[src/rtl/dm12_32_bit.sv]
// rtl/dm12_32_bit.sv - buffered 1:2 demultiplexer with per-channel FIFO queues
//
// Purpose:
//   Routes one producer word (D, selected by S) into one of two independent
//   FIFO queues.  Each queue has its own valid/ready handshake.  A stalled
//   or full channel never blocks words routed to the other channel.
//
// Ports:
//   clk, reset_n        rising-edge clock, asynchronous active-low reset
//   D, S, D_VALID       producer word, route select, word-present flag
//   D_READY             combinational accept: the selected queue is not full
//   Y0, Y0_VALID        channel 0 head word (0 when empty), queue non-empty
//   Y0_READY            channel 0 consumer takes the head
//   Y1, Y1_VALID        channel 1 head word (0 when empty), queue non-empty
//   Y1_READY            channel 1 consumer takes the head
//   CNT0, CNT1          16-bit pop counters, present only with DM12_COUNT_EN
//
// Configuration macro: DM12_COUNT_EN adds the CNT0/CNT1 pop counters.

module dm12_32_bit #(
  parameter int WIDTH = 32,
  parameter int DEPTH = 2
) (
  input  logic             clk,
  input  logic             reset_n,
  input  logic [WIDTH-1:0] D,
  input  logic             S,
  input  logic             D_VALID,
  output logic             D_READY,
  output logic [WIDTH-1:0] Y0,
  output logic             Y0_VALID,
  input  logic             Y0_READY,
  output logic [WIDTH-1:0] Y1,
  output logic             Y1_VALID,
  input  logic             Y1_READY
`ifdef DM12_COUNT_EN
  ,
  output logic [15:0]      CNT0,
  output logic [15:0]      CNT1
`endif
);

  localparam int PW = (DEPTH > 1) ? $clog2(DEPTH) : 1;
  localparam int CW = $clog2(DEPTH + 1);
  localparam logic [CW-1:0] FULL_CNT = CW'(DEPTH);

  logic [WIDTH-1:0] mem_q [2][DEPTH];
  logic [PW-1:0]    wptr_q [2];
  logic [PW-1:0]    wptr_d [2];
  logic [PW-1:0]    rptr_q [2];
  logic [PW-1:0]    rptr_d [2];
  logic [CW-1:0]    occ_q  [2];
  logic [CW-1:0]    occ_d  [2];

  logic full0, full1, valid0, valid1;
  logic push0, push1, pop0, pop1;

  // Status comes only from registered occupancy, so Yn/Yn_VALID never see D, S or Yn_READY.
  assign full0  = (occ_q[0] == FULL_CNT);
  assign full1  = (occ_q[1] == FULL_CNT);
  assign valid0 = (occ_q[0] != '0);
  assign valid1 = (occ_q[1] != '0);

  // A full queue refuses even if its consumer pops this cycle: no pass-through.
  assign D_READY = S ? !full1 : !full0;

  assign push0 = D_VALID && D_READY && !S;
  assign push1 = D_VALID && D_READY && S;
  assign pop0  = valid0 && Y0_READY;
  assign pop1  = valid1 && Y1_READY;

  // Pointers wrap naturally because DEPTH is a power of two; occupancy
  // distinguishes full from empty when the pointers are equal.
  always_comb begin
    wptr_d[0] = push0 ? wptr_q[0] + PW'(1) : wptr_q[0];
    wptr_d[1] = push1 ? wptr_q[1] + PW'(1) : wptr_q[1];
    rptr_d[0] = pop0  ? rptr_q[0] + PW'(1) : rptr_q[0];
    rptr_d[1] = pop1  ? rptr_q[1] + PW'(1) : rptr_q[1];

    occ_d[0] = occ_q[0];
    unique case ({push0, pop0})
      2'b10:   occ_d[0] = occ_q[0] + CW'(1);
      2'b01:   occ_d[0] = occ_q[0] - CW'(1);
      default: occ_d[0] = occ_q[0];
    endcase

    occ_d[1] = occ_q[1];
    unique case ({push1, pop1})
      2'b10:   occ_d[1] = occ_q[1] + CW'(1);
      2'b01:   occ_d[1] = occ_q[1] - CW'(1);
      default: occ_d[1] = occ_q[1];
    endcase
  end

  always_ff @(posedge clk or negedge reset_n) begin
    if (!reset_n) begin
      for (int c = 0; c < 2; c++) begin
        wptr_q[c] <= '0;
        rptr_q[c] <= '0;
        occ_q[c]  <= '0;
      end
    end else begin
      for (int c = 0; c < 2; c++) begin
        wptr_q[c] <= wptr_d[c];
        rptr_q[c] <= rptr_d[c];
        occ_q[c]  <= occ_d[c];
      end
    end
  end

  // Storage is not reset; the empty-queue masking below hides stale entries.
  always_ff @(posedge clk) begin
    if (push0) mem_q[0][wptr_q[0]] <= D;
    if (push1) mem_q[1][wptr_q[1]] <= D;
  end

  assign Y0_VALID = valid0;
  assign Y1_VALID = valid1;
  assign Y0       = valid0 ? mem_q[0][rptr_q[0]] : '0;
  assign Y1       = valid1 ? mem_q[1][rptr_q[1]] : '0;

`ifdef DM12_COUNT_EN
  logic [15:0] cnt0_q, cnt0_d, cnt1_q, cnt1_d;

  // Wraps 0xFFFF -> 0x0000 through natural 16-bit overflow.
  assign cnt0_d = pop0 ? cnt0_q + 16'd1 : cnt0_q;
  assign cnt1_d = pop1 ? cnt1_q + 16'd1 : cnt1_q;

  always_ff @(posedge clk or negedge reset_n) begin
    if (!reset_n) begin
      cnt0_q <= '0;
      cnt1_q <= '0;
    end else begin
      cnt0_q <= cnt0_d;
      cnt1_q <= cnt1_d;
    end
  end

  assign CNT0 = cnt0_q;
  assign CNT1 = cnt1_q;
`endif

endmodule

[config.mk]
export PLATFORM = sky130hd
export DESIGN_NAME = dm12_32_bit
export DESIGN_NICKNAME = d
export VERILOG_FILES = /design/src/rtl/dm12_32_bit.sv
export SDC_FILE = /design/constraint.sdc
export NUM_CORES = 1
export LEC_CHECK = 0
export CORE_MARGIN = 5
export CORE_UTILIZATION = 30
export DETAILED_ROUTE_END_ITERATION = 6
export HOLD_SLACK_MARGIN = 0.06
export PLACE_DENSITY = 0.6
export SYNTH_ARGS = -nofsm -noshare
export SYNTH_HDL_FRONTEND = slang
export SYNTH_SLANG_ARGS = --single-unit
export TNS_END_PERCENT = 50
[constraint.sdc]
create_clock -name clk -period 2.41 [get_ports clk]
set_input_delay 0.241 -clock clk [delete_from_list [all_inputs] [get_ports clk]]
set_output_delay 0.241 -clock clk [all_outputs]
set_load 0.03 [all_outputs]
* Word level (Yosys, flattened, before mapping)
Memories as Yosys holds them, arrays and structs flattened.
Cells that the tools add are included.
** Operators by class
- Add/sub/neg operators :: 8
- $lt $le $gt $ge :: 6
- Eq/ne operators :: 6
- Muxes and demuxes :: 22
- Bitwise operators :: 4
- Reductions and logical operators :: 15
** Operators with widths (count)
- two-way mux 32 bit :: 10
- two-way mux 64 bit :: 4
- demux 32 bit (select 1 bit) :: 2
- OR reduction 64 bit :: 1
- equality test 2 bit, second input constant :: 4
- greater-or-equal comparator 2 bit, second input constant :: 4
- NOT 1 -> 2 bit :: 4
- one-hot mux 2 bit (2 select lines) :: 2
- nonzero test 2 bit :: 4
- logical AND 1 bit :: 7
- adder 1 bit, second input constant :: 4
- adder 2 x 1 -> 2 bit, second input constant :: 2
- equality test 2 x 1 -> 1 bit, second input constant :: 2
- < comparator 2 x 1 -> 1 bit, second input constant :: 2
- two-way mux 1 bit :: 4
- subtractor 2 x 1 -> 2 bit, second input constant :: 2
- zero test 1 bit :: 3
** Word-level totals
- Bits in registers :: 8
- Bits in writable memories :: 128
- Bits of input ports :: 38
- Output and inout port bits :: 67
- Memories kept :: 1
** Memory list
- mem_q :: depth 2, bits a word 64, read ports 2, clocked after Yosys merged registers in 0, wr ports 1, line 47 : logic [WIDTH-1:0] mem_q [2][DEPTH];

* Logic depth before layout (Yosys ltp)
Gate-level depths: netlist of run 1.
- Word-level depth :: 9
- Mapped depth :: 7

* Least setup slack after synthesis of run 1
OpenSTA, ideal clock, no wires.
- Kind :: reg-to-reg
- From :: register occ_q[2] in the netlist's numbering
- To :: memory mem_q[0][0] in the netlist's numbering (enable)
- Setup time :: 0.421 ns
- Arrival :: 2.074 ns
- Data required time :: 1.989 ns
- Slack :: -0.085 ns
- Cell stages (with the launch flop) :: 4
- Path buffers :: 0
- Path through :: dfrtp_1 -> nand2b_1 -> nand3b_2 -> nor2_1
** Between the ends
- Longest elaborated chain between the ends :: 9
- Elaborated cells between the ends (all ways) :: 13
- Those cells by class :: 1 x eq/ne; 7 x mux; 5 x reduce/logical
** Ends and longest elaborated chain
- start, declared :: line 52 : logic [CW-1:0] occ_q [2];
- start signal, assigned by index :: line 106 : occ_q[c] <= occ_d[c];
- equality test 2 bit * :: line 59 : assign full0 = (occ_q[0] == FULL_CNT);
- zero test 1 bit * :: line 65 : assign D_READY = S ? !full1 : !full0;
- two-way mux 1 bit * :: line 65
- logical AND 1 bit * :: line 67, 68
- logical AND 1 bit :: line 68 : assign push1 = D_VALID && D_READY && S;
- two-way mux 1 bit :: line 114 : if (push1) mem_q[1][wptr_q[1]] <= D;
- two-way mux 64 bit (not written as such) :: line 114
- OR reduction 64 bit (no line)
- two-way mux 1 bit (no line) or two-way mux 64 bit (tied branches)
- end, declared :: line 47
Mark *: on every way between the ends. The rest lies on a longest branch, timed or not.

* Worst setup path in the final report of run 1
- From :: register rptr_q[1] in the netlist's numbering
- To :: output Y0[10]
** Between the ends
- Longest elaborated chain between the ends :: 5
** Ends and longest elaborated chain
- start, declared :: line 50 : logic [PW-1:0] rptr_q [2];
- start signal, assigned by index :: line 105 : rptr_q[c] <= rptr_d[c];
- NOT 1 -> 2 bit (not written as such) :: line 119 : assign Y0 = valid0 ? mem_q[0][rptr_q[0]] : '0;
- two-way mux 32 bit (not written as such) (3 in a row) :: line 119
- two-way mux 32 bit :: line 119
- end, declared :: line 30 : output logic [WIDTH-1:0] Y0,
Every way passes these cells. The select of a mux whose other input is x is not followed.

==> results of run 1 <==
-- state kept, by name, indices dropped and copies added (netlist names) --
register	cells
occ_q	4
mem_q	128
wptr_q	2
rptr_q	2
-- kinds of logic (layout without fill, tap and decap cells) --
kind of cell / Yosys count / in the layout
adder cells (fa/ha/maj): 2 / 2
multiplexers: 65 / 65
AND/OR/NAND/NOR: 78 / 78
XOR/XNOR: 10 / 10
buffers and inverters: 18 / 155
flip-flops: 136 / 136
-- where the power goes --
part	leakage [nW]	internal (mW)	switching, mW
Sequential	1.26	2.97	0.144
Combinational	1.10	1.72	2.60
Clock	0.273	1.60	0.933
-- critical path, delay by kind of cell (launching register included) --
kind,cells,cell delay [ps]
flip-flops,1,350
buffers and inverters,2,1020
AND/OR/NAND/NOR,1,160
multiplexers,1,130
-- final cells by class --
type	count	area, um^2
timing repair buffer	120	1160
multi-input combinational	155	1130
sequential	136	4050
fill	1555	10100
tap	225	282
inverter	4	15.0
clock buffer	17	425
clock inverter	14	159
-- routing by layer --
layer | vias to the layer above | GRT usage, % | share of wire (%)
met3 | 12 | 4.40 | 5.3
met1 | 1403 | 13.0 | 43
li1 | 1380 | - | -
met4 | 0 | 4.60 | 1.1
met5 | - | 0 | 0
met2 | 78 | 19.3 | 50
-- path summary, 6_finish.rpt --
| check | end | start | cells after the start |
|---|---|---|---|
| max in group asynchronous | rptr_q[1] | reset_n | 1 |
| min in group clk | mem_q[0][10] | D[10] | 1 |
| worst min-delay path | occ_q[1] | reset_n | 1 |
| worst min register to register | occ_q[1] | occ_q[1] | 1 |
| worst max-delay path | Y0[10] | rptr_q[1] | 4 |
| worst max register to register | occ_q[3] | occ_q[2] | 7 |
-- cells in the final DEF, fill, tap and decap left out --
cell and n:
nand3b_2 1, clkinv_4 2, mux2_2 1, mux2i_1 64, inv_1 4, and2_4 2
nand3_2 1, clkdlybuf4s50_1 104, ha_1 2, bufinv_16 3, xnor2_1 6, dfrtp_2 2
clkbuf_16 17, edfxtp_1 128, nor2_4 6, clkinv_1 3, clkinv_2 2, nor2_1 66
buf_4 16, xor2_1 4, dfrtp_1 6, clkinvlp_4 4, nand2b_1 2
==> summary.txt, run 1 <==
Run status
  • Outcome: finished clean

Setup path
  • Slowest Stage Delay on Critical Path: 700 ps
  • WS Path Type: reg2out
  • Critical path startpoint category: flop
  • CP arrival: 2070 ps
  • Slowest cell on the critical path: clkdlybuf4s50_1
  • R2R Setup Slk: 630 ps
  • Req. time, crit path: 2170 ps
  • Maximum fanout along the worst path: 18
  • Critical path, cell by cell: buf_4, mux2i_1, nor2_1, clkdlybuf4s50_1
  • Worst Setup End Kind: output pin

Clock tree
  • CTS sink count: 136
  • Clk root buf: clkbuf_16
  • Resized cells post-CTS: 0
  • Hold-fix buffers, CTS: 0
  • Clock Path Buffers: 2
  • Reg clk slew, reported paths: 50 ps
  • Post-CTS setup buffer count: 0
  • Clk_lat worst skew: 420 ps
  • H-tree depth: 4
  • CTS buffer count: 17
  • CTS tree: yes

Power
  • Worst vdd ir: 0.640 mV
  • P per Cell Area: 1380 nW/um^2
  • Final Power: 9.97 mW
  • Leak pwr: 2.64 nW

Synth
  • Post-synth top cells: edfxtp_1, nor2_1, mux2i_1
  • Post-Syn Area per Cell: 17.1 um^2
  • #FFs+latches synth: 136
  • Synth Area in XOR/XNOR: 1.66%
  • Synth area leaders: edfxtp_1, mux2i_1, nor2_1, dfrtp_1, buf_6
  • Most frequent cell after synthesis: edfxtp_1
  • Asr flop ratio synth: 5.88%
  • Seq/Total Area, Yosys: 76.7%
  • Largest family of logic cells by synthesized area: multiplexers
  • EDFF count, synth: 128
  • Adder-cell share of the synthesized area: 0.475%
  • Post-synthesis mux area share: 12.4%
  • Synth Net Count: 349
  • Simple-gate share of the synthesized area: 6.38%
  • Synth cell types: 17
  • Synthesized netlist cell count: 309
  • Post-synthesis cell area: 5270 um^2
  • Top cell type by total area after synthesis: edfxtp_1
  • Top_reg_cell synth: edfxtp_1
  • Yosys warns: 0
  • Complex-gate fraction of the synthesized area: 0%
  • Post-synth top area share: 72.9%

Global route
  • Total GRT Usage: 11.4%
  • Global-route wire length before repair: 17.2 mm
  • Grt ovf: 0
  • Initial antenna violation count: 0
  • Largest net degree at the start of global routing: 19
  • Vias in the first global route: 3,174

Drt
  • Wire length per cell: 16.6 um
  • DR vias: 2,873
  • Final ANT Viol Nets: 0
  • Initial DRT Pass Iterations: 4
  • Initial DRC Count: 130
  • Residual DRC: 0
  • Routed WL: 11.1 mm
  • DR vias/cell: 4.28

Final layout
  • Share of layout cells above drive strength 1: 12.8%
  • Layout Cells excl Fill: 671
  • Final antenna diode count: 0
  • Final Instance Area: 7220 um^2
  • Final net count: 474
  • Area grow syn2layout: 36.9%
  • Finished Core Util: 41.7%

Place
  • Gpl congestion: 0.731
  • Dpl cell area: 6640 um^2
  • Number of port buffers: 104
  • Post-DP HPWL: 7.61 mm
  • Dpl ws: 478 ps
  • Placed Instances: 640

STA
  • Final Hold Vio Count: 0
  • Fin. max-slew vios: 0
  • Rel. slew slack: 75.6%
  • Post-route setup slack: 97.1 ps
  • Hold slack: 100 ps
  • Post-route clock skew: 15.1 ps
  • Peak Freq: 432 MHz
  • RSZ-0062 raised after global routing: false
  • Worst slew pin tran: 365 ps
  • Final period util: 96.0%
  • Setup violators final: 0
  • Fin crit period: 2310 ps
  • Setup TNS: 0 ps

Hold path
  • HP Class: in2async

Die
  • Die Span Y: 143 um
  • Initial core utilization: 30.5%
  • Die Wd: 143 um
  • Die area: 20,300 um^2
  • Top Ports: 105
  • Core area: 17,300 um^2
  • Row count: 48

Flow run
  • Max Cap Viol: 0
Power figures use the tool's default switching activity.
==> run 2, diff against run 1 <==
--- a/config.mk
+++ b/config.mk
@@ -5,6 +5,7 @@
 export SDC_FILE = /design/constraint.sdc
 export NUM_CORES = 1
 export LEC_CHECK = 0
+export CAP_MARGIN = 20
 export CORE_MARGIN = 5
 export CORE_UTILIZATION = 30
 export DETAILED_ROUTE_END_ITERATION = 6
==> results of run 2 <==
No change in the layout: final DEF, timing and power equal those of run 1.
==> RTL edit (settings of run 1) <==
The parameter `DEPTH` goes from 2 to 1.
--- a/src/rtl/dm12_32_bit.sv
+++ b/src/rtl/dm12_32_bit.sv
@@ -19,7 +19,7 @@
 
 module dm12_32_bit #(
   parameter int WIDTH = 32,
-  parameter int DEPTH = 2
+  parameter int DEPTH = 1
 ) (
   input  logic             clk,
   input  logic             reset_n,
Formal check against the unedited RTL: not equivalent (Yosys sat finds a counterexample within 4 cycles, from zero or initial values and one cycle with reset_n low).
==> RTL edit against run 1 <==
- setup slack improved by 0.12 ns
- sequential share of layout area decreased by 4.6 points
- synthesized area decreased by 52%
- routed wire length decreased by 50%
- cell area decreased by 46%
- sequential cell count decreased by 68
- power decreased by 70%
- clock skew decreased by 0.0095 ns
- combinational power decreased by 86%
- cell count decreased by 44%
- critical endpoint is now Y0[17]
==> RTL edit: results (changes against run 1) <==
* Worst vdd ir at 411 uV (-36%)
* Number of flops mapped to enable cells by yosys at 64 (-50%)
* Clock network power consumption at 0.000871 W (-66%)
* Power Internal at 0.00217 W (-66%)
* Final Max Slew Viols at 0 (unchanged)
* Reg-to-reg setup timing slack at 0.54 ns (-0.09 ns)
* RR Startpoint: Y0_VALID
* DR WL/cell at 15.0 um (-9.6%)
* Nets at 302 (-36%)
* Post-CTS sizing at 1 (+1)
* Gr usage total at 0.113 (-0.00143)
* Skew-Pair Late Insertion Delay at 0.33 ns (-0.09 ns)
* Switch share at 0.267 (-0.102)
* LEAKAGE at 1.36 nW (-48%)
* Netlist cell types at 14 (-3)
* Initial DRT Pass Iterations at 3 (-1)
* GR Layer Usage met3 at 0.0413 (-0.00270)
* Vias at 1,578 (-45%)
* Skew final at 0.00561 ns (-0.00949 ns)
* Placed cell areas at 3750 um2 (-44%)
* Root buffer cell: clkbuf_8
* GR Util met2 at 0.187 (-0.00651)
* Crit path max-delay family: buffers and inverters
* Vias in the first global route at 1,691 (-47%)
* Min Hold Slack at 0.118 ns (+0.0176 ns)
* WP data arrival at 1.95 ns (-0.12 ns)
* Reg power frac at 0.495 (+0.183)
* Pre-CTS setup slack at 0.320 ns (-0.158 ns)
* Post-DP HPWL at 3990 um (-48%)
* Commonest cells in the synthesized netlist: edfxtp_1 (64), and2_1 (63), clkbuf_1 (4), dfrtp_1 (4)
* Sequential area share after synthesis at 0.800 (+0.0330)
* First-pass GRT wire length at 8630 um (-50%)
* Grt met1 use at 0.130 (about the same)
* Ys async rst share at 0.0588 (unchanged)
* Reg2reg path depth at 4 (-3)
* CP peak stage delay at 0.66 ns (-0.04 ns)
* Top post-synthesis cells by area: edfxtp_1 (76%), and2_1 (16%), dfrtp_1 (4.0%)
* Worst R2R End: mem_q[0][18]
* CTS buffer count at 9 (-8)
* Global placer's final weighted congestion at 0.708 (-3.2%)
* Status: complete, no violations
* Worst Setup EP: Y0[17]
* Syn_nets at 187 (-46%)
* Initial DRC count at 21 (-84%)
* FMAX at 0.457 GHz (+5.6%)
## RTL edit: logic make-up (layout without fill, tap and decap cells)
group / count (synthesis) / count (layout) / share of synthesized area
AO/OA/AOI/OAI: 2 / 2 / 0.00396
XOR/XNOR: 2 / 2 / 0.00990
buffers and inverters: 8 / 128 / 0.0129
flip-flops: 68 / 68 / 0.800
multiplexers: 1 / 1 / 0.00396
AND/OR/NAND/NOR: 68 / 68 / 0.169
## RTL edit: area by class of cell
type / count / area [um2]
Clock buffer: 11 / 131
Clock inverter: 5 / 52.6
Fill cell: 742 / 4280
Inverter: 2 / 7.51
Multi-Input combinational cell: 73 / 488
Sequential cell: 68 / 2020
Tap cell: 105 / 131
Timing Repair Buffer: 110 / 1100
## RTL edit: through the flow
stage	util	cells
after floorplan	-	149
after global placement	0.456	358
after detailed placement	0.456	358
after CTS	0.479	374
after global routing	0.479	374
final	0.479	374
## RTL edit: metal layers
metal	vias up	share of wire
li1	744	-
met1	768	0.40
met3	6	0.083
met5	-	0
met2	60	0.50
met4	0	0.013
